==> src/rtl/fetch_unit.sv <==
// Instruction fetch front end: issues word-aligned icache requests (one or
// two instructions per group), follows branch predictions, keeps per-request
// metadata in an in-order FIFO and hands returned instructions to the
// instruction buffer. A flush redirects fetch and drops every response that
// was already in flight; a misaligned PC raises an ADEF fault and parks the
// unit until the next flush.
//
// state    | meaning
// ---------+-----------------------------------------------------------
// ST_RUN   | normal fetching; misaligned PC raises ADEF once drained
// ST_STALL | ADEF delivered; no requests, no deliveries until flush
module fetch_unit #(
    parameter logic [31:0] RESET_PC     = 32'h1c000000,
    parameter int          MAX_INFLIGHT = 2
) (
    input  logic        clk,
    input  logic        reset,
    input  logic        flush,
    input  logic [31:0] flush_target,
    output logic        icache_req,
    output logic [31:0] icache_addr,
    input  logic        icache_addr_ok,
    input  logic        icache_data_ok,
    input  logic [63:0] icache_rdata,
    output logic [31:0] bp_pc,
    input  logic        bp_taken1,
    input  logic [31:0] bp_target1,
    input  logic        bp_taken2,
    input  logic [31:0] bp_target2,
    input  logic        ibuf_ready,
    output logic [1:0]  out_size,
    output logic [31:0] out_pc1,
    output logic [31:0] out_inst1,
    output logic        out_pred_taken1,
    output logic [31:0] out_pred_target1,
    output logic        out_have_exception1,
    output logic [5:0]  out_exception_type1,
    output logic [31:0] out_pc2,
    output logic [31:0] out_inst2,
    output logic        out_pred_taken2,
    output logic [31:0] out_pred_target2
);

    localparam int CNT_W = $clog2(MAX_INFLIGHT + 1);
    localparam int PTR_W = (MAX_INFLIGHT > 1) ? $clog2(MAX_INFLIGHT) : 1;
    localparam logic [CNT_W-1:0] MAX_CNT  = CNT_W'(MAX_INFLIGHT);
    localparam logic [PTR_W-1:0] LAST_PTR = PTR_W'(MAX_INFLIGHT - 1);
    localparam logic [5:0]       EXC_ADEF = 6'h08;

    typedef enum logic [0:0] {
        ST_RUN   = 1'b0,
        ST_STALL = 1'b1
    } state_t;

    state_t state, state_nxt;

    logic [31:0]      pc;
    logic [CNT_W-1:0] inflight;
    logic [CNT_W-1:0] cancel_cnt;
    logic [CNT_W-1:0] inflight_nxt;
    logic [PTR_W-1:0] wr_ptr;
    logic [PTR_W-1:0] rd_ptr;

    logic [31:0] meta_pc   [MAX_INFLIGHT];
    logic [1:0]  meta_size [MAX_INFLIGHT];
    logic        meta_tk1  [MAX_INFLIGHT];
    logic        meta_tk2  [MAX_INFLIGHT];
    logic [31:0] meta_tg1  [MAX_INFLIGHT];
    logic [31:0] meta_tg2  [MAX_INFLIGHT];

    logic [1:0]  grp_size;
    logic [31:0] next_pc;
    logic        push;
    logic        pop;
    logic        live_resp;
    logic        adef_fire;

    function automatic logic [PTR_W-1:0] ptr_inc(input logic [PTR_W-1:0] p);
        return (p == LAST_PTR) ? '0 : p + 1'b1;
    endfunction

    assign icache_addr = pc;
    assign bp_pc       = pc;

    // Group size and predicted successor PC for the group starting at pc.
    always_comb begin
        grp_size = (pc[2] || bp_taken1) ? 2'd1 : 2'd2;
        if (bp_taken1) begin
            next_pc = bp_target1;
        end else if (grp_size == 2'd2 && bp_taken2) begin
            next_pc = bp_target2;
        end else begin
            next_pc = pc + ((grp_size == 2'd2) ? 32'd8 : 32'd4);
        end
    end

    // Request/response bookkeeping; a pop is only meaningful when something is outstanding.
    always_comb begin
        push         = icache_req && icache_addr_ok;
        pop          = icache_data_ok && !reset && (inflight != '0);
        live_resp    = pop && (cancel_cnt == '0) && !flush;
        inflight_nxt = inflight + CNT_W'(push) - CNT_W'(pop);
    end

    // FSM next state, request enable and delivery outputs.
    always_comb begin
        state_nxt           = state;
        icache_req          = 1'b0;
        adef_fire           = 1'b0;
        out_size            = 2'd0;
        out_pc1             = meta_pc[rd_ptr];
        out_inst1           = icache_rdata[31:0];
        out_pred_taken1     = meta_tk1[rd_ptr];
        out_pred_target1    = meta_tg1[rd_ptr];
        out_have_exception1 = 1'b0;
        out_exception_type1 = 6'h00;
        out_pc2             = meta_pc[rd_ptr] + 32'd4;
        out_inst2           = icache_rdata[63:32];
        out_pred_taken2     = meta_tk2[rd_ptr];
        out_pred_target2    = meta_tg2[rd_ptr];

        if (!reset && !flush && state == ST_RUN) begin
            icache_req = (pc[1:0] == 2'b00) && ibuf_ready && (inflight < MAX_CNT);
            // Fault only after every live response ahead of it has been delivered.
            adef_fire  = (pc[1:0] != 2'b00) && ibuf_ready && (inflight == cancel_cnt);
        end

        if (flush) begin
            state_nxt = ST_RUN;
        end else if (adef_fire) begin
            state_nxt = ST_STALL;
        end

        if (live_resp) begin
            out_size = meta_size[rd_ptr];
        end else if (adef_fire) begin
            out_size            = 2'd1;
            out_pc1             = pc;
            out_inst1           = 32'h0;
            out_have_exception1 = 1'b1;
            out_exception_type1 = EXC_ADEF;
        end
    end

    // FSM state register.
    always_ff @(posedge clk) begin
        if (reset) begin
            state <= ST_RUN;
        end else begin
            state <= state_nxt;
        end
    end

    // PC, outstanding-request counters and FIFO pointers.
    always_ff @(posedge clk) begin
        if (reset) begin
            pc         <= RESET_PC;
            inflight   <= '0;
            cancel_cnt <= '0;
            wr_ptr     <= '0;
            rd_ptr     <= '0;
        end else begin
            inflight <= inflight_nxt;
            if (push) begin
                wr_ptr <= ptr_inc(wr_ptr);
            end
            if (pop) begin
                rd_ptr <= ptr_inc(rd_ptr);
            end
            if (flush) begin
                pc         <= flush_target;
                cancel_cnt <= inflight_nxt;
            end else begin
                if (push) begin
                    pc <= next_pc;
                end
                if (pop && cancel_cnt != '0) begin
                    cancel_cnt <= cancel_cnt - 1'b1;
                end
            end
        end
    end

    // Metadata FIFO storage; contents are only read while an entry is valid.
    always_ff @(posedge clk) begin
        if (push) begin
            meta_pc[wr_ptr]   <= pc;
            meta_size[wr_ptr] <= grp_size;
            meta_tk1[wr_ptr]  <= bp_taken1;
            meta_tk2[wr_ptr]  <= bp_taken2;
            meta_tg1[wr_ptr]  <= bp_target1;
            meta_tg2[wr_ptr]  <= bp_target2;
        end
    end

endmodule

==> config.mk <==
export PLATFORM = sky130hd
export DESIGN_NAME = fetch_unit
export DESIGN_NICKNAME = d
export VERILOG_FILES = /design/src/rtl/fetch_unit.sv
export SDC_FILE = /design/constraint.sdc
export NUM_CORES = 1
export LEC_CHECK = 0
export BUFFER_PORTS_ARGS = -buffer_cell sky130_fd_sc_hd__buf_2
export CAP_MARGIN = 20
export CORE_AREA = 2 2 171 173
export DETAILED_ROUTE_END_ITERATION = 12
export DIE_AREA = 0 0 173 175
export GPL_ROUTABILITY_DRIVEN = 0
export PLACE_DENSITY_LB_ADDON = 0.12
export SLEW_MARGIN = 20
export SYNTH_ARGS = -nofsm -noshare
export SYNTH_HDL_FRONTEND = slang
export SYNTH_SLANG_ARGS = --single-unit
==> constraint.sdc <==
create_clock -name clk -period 6.5 [get_ports clk]
set_input_delay 1.3 -clock clk [delete_from_list [all_inputs] [get_ports clk]]
set_output_delay 1.3 -clock clk [all_outputs]
set_load 0.05 [all_outputs]
==> results.md <==
* Leak at 0.00566 µW
* Register area share after synthesis at 56.0%
* Worst VDD drop at 223 µV
* EDFF count, synth at 200
* Drt total wl at 35,300 µm
* Hold_buf cts at 0
* Syn Area/Cell at 11.7 µm²
* GRT Overall Usage at 22.6%
* Post-Synth Adder-Cell Area at 0.412%
* RSZ-0062 raised after global routing: no
* Via/cell ratio at approximately 5.3
* Row cnt at 62
* Worst-path clk slew at 70 ps
* Layout net count at roughly 1,500
* Largest net degree at the start of global routing at 65
* Synth Area in XOR/XNOR at 3.89%
* CP arrival at between 3000 and 4000 ps
* Setup Skew at 11.9 ps
* Resize count post-CTS at 0
* CP max stage delay at 770 ps
* Initial Util at 42.8%
* DR WL met2 at about 17,000 µm
* Later-pin clock latency in the skew report at about 530 ps
* HPWL Detailed at 25,000 µm
* First-pass GRT wire length at 52,800 µm
* CP bufs+invs at 4
* Synth Register Bits at 240
* Core Region at 28,400 µm²
* CP delay by family, top: buffers and inverters
* CTS tree: yes
* P&R area growth vs syn at 21.0%
* Ports at 436
* CTS H-Tree Depth at 1
* CP Max Fanout at 64
* Worst Setup End Kind: primary output
* Critical path, cell by cell: buf_2 > inv_1 > nand4b_1 > nand2_2 > buf_4 > nor2_1 > a21oi_1 > buf_2
* Worst setup path class: in -> out
* Dominant cells by area after synthesis: edfxtp_1 (49%), mux2_2 (6.9%), dfxtp_1 (6.6%)
* CP dominant cell by count: buf_2
* Async SR Flop Fraction at 0%
* DP Worst Slack at 1540 ps
* Critical Path RT at 5200 ps
* Synth top area share at approximately half
* Synth Area in Compound Gates at 9.85%
* Pwr dens at 266 nW/µm²
* Die ar. at slightly above 30,000 µm²
* Die span in y at about 180 µm
* Cell area after synthesis at between 10,000 and 15,000 µm²
* Iter 0 DRT Violations at 658
* Multiplexer area fraction after synthesis at 9.67%
* Die X at 173 µm
* Routed met3 length at 2320 µm
* CTS Buf Count at 26
* Longest Clk Path Bufs at 3
* Vias in the first global route at between 8,000 and 9,000
* Least-Margin Pin Slew at 1000 ps
* Finished Core Util at 51.8%
* Gr ovfl total at 0
* Primary FF master, synth: edfxtp_1
* Post-CTS Repair Setup Buffers at 0
* Main combinational cell family by area after synthesis: simple AND/OR/NAND/NOR gates
* Quantity of I/O buffers inserted on ports at 366
* Top Metal Used: met5
* Initial antenna violation count at 6
* Status: finished clean
* Fin. Hold Viols at 0
* Ys Warns at 0
* Startpoint types: primary input
* Root Driver: clkbuf_16
* DRC at 0
* # setup viols final at 0
* Post-Layout Cell Count at 1,727
* Tmin final at roughly 5000 ps
* HP Class: reg -> reg
* Final period utilization at 76.4%
* Final WS setup at around 1500 ps
* Placed Cells at 1,676
* Slew headroom at about a third
* Setup TNS at 0 ps
* Synth area leader: edfxtp_1
* Num Clock Sinks at 240
* Achievable clock frequency at 201 MHz
* Drt pass-1 iters at 5
* Max Slew Vio Count at 0
* Met1 wire length at approximately 15,000 µm
* Via Count at just over 9,000
* Max cap viols at 0
* Proportion of layout cells with a drive suffix above 1 at 39.0%
* Routed len/inst at 20.4 µm
* Post-synthesis simple-gate area fraction at between 10% and 20%
* Fillers at 2,619
* Syn Inst Count at a little over 1,000
* Antenna-violating nets left at 0
* Count of cell types in the netlist at 78
* CP max stage cell: nand2_2
==> cells in the final DEF, fill, tap and decap left out, types with 6 or more instances in the layout <==
master and instances:
mux2i_1 33, nor2_1 71, o211ai_1 7, buf_2 366, clkbuf_16 27, clkbuf_1 6
and3_1 6, edfxtp_1 200, a21oi_1 70, dfxtp_1 39, o21ai_0 28, buf_4 14
nand4b_1 7, a221oi_1 8, a211oi_1 9, nand4_1 10, xor2_1 24, and2_1 35
xnor2_1 30, nand2_1 75, nor3_1 13, mux2_2 74, o22ai_1 6, a31oi_1 13
nand3_1 26, nor2b_1 6, inv_1 17, a22oi_1 8
==> sequential cells by signal (all words and copies together) (netlist names), named ones only <==
| register | cells |
|---|---|
| meta_pc | 64 |
| state | 1 |
| meta_tg1 | 64 |
| cancel_cnt | 2 |
| meta_tk1 | 2 |
| wr_ptr | 1 |
| meta_tk2 | 2 |
| bp_pc | 32 |
| inflight | 2 |
| meta_tg2 | 64 |
| rd_ptr | 1 |
| meta_size | 4 |
==> through the flow <==
step	power [µW]	hold WS, ps	area [µm²]
after floorplan	2340	472	12200
after global placement	2460	499	13800
after detailed placement	2470	498	13800
after CTS	3950	516	14700
after global routing	4040	553	14700
final	3910	511	14700
==> final cells by class <==
type / instances / area (µm²) / share of cell area [%]
Multi-Input combinational cell: 653 / 4520 / 30.8
Tap cell: 384 / 480 / 3.27
Sequential cell: 240 / 6810 / 46.3
Antenna cell: 5 / 12.5 / 0.0851
Clock buffer: 34 / 712 / 4.84
Inverter: 18 / 67.6 / 0.460
Clock inverter: 12 / 136 / 0.928
Timing Repair Buffer: 381 / 1960 / 13.3
==> power by group <==
group | internal (µW) | switching, µW | total (µW)
sequential | 1700 | 60.9 | 1760
combinational | 180 | 493 | 672
clock | 885 | 595 | 1480
==> path summary, 6_finish.rpt <==
| check | cells after the start | slack (ps) | startpoint | end |
|---|---|---|---|---|
| worst max register to register | 6 | 3500 | bp_pc[1] | meta_tg1[0][28] |
| worst min-delay path | 2 | 510 | rd_ptr | rd_ptr |
| worst max-delay path | 8 | 1530 | reset | out_pc1[4] |
| worst min register to register | 2 | 510 | rd_ptr | rd_ptr |
==> cell families (layout without fill, tap and decap cells) <==
logic type,Yosys count,count (layout)
and+or+nand+nor,296,296
muxes,108,108
DFF,240,240
AOI/OAI and AO/OA,186,186
adders and majority gates,4,4
other,1,10
xor gates and xnor gates,54,54
buffers and inverters,146,445
==> worst min-delay path, stage by stage, from the launching register on <==
cell	delay [ps]
dfxtp_1	330
xor2_1	80
nor2_1	70
==> Yosys cell counts, types with 8 or more instances <==
master / instances
a21oi_1: 70
a22oi_1: 8
xor2_1: 24
o21ai_0: 28
and2_1: 36
dfxtp_1: 40
nor3_1: 13
mux2_2: 74
a221oi_1: 8
a31oi_1: 13
buf_4: 71
nor2_1: 72
xnor2_1: 30
inv_1: 17
nand3_1: 26
buf_2: 21
mux2i_1: 33
nand2_1: 76
edfxtp_1: 200
clkbuf_1: 27
a211oi_1: 9
nand4_1: 10
==> layer usage <==
layer  track usage (%)  vias up
li1                  -     4314
met1              29.6     4417
met2              38.0      364
met3              4.33       73
met4              6.85        4
met5                 0        -
Note: power is estimated with default switching activity, not from simulation.
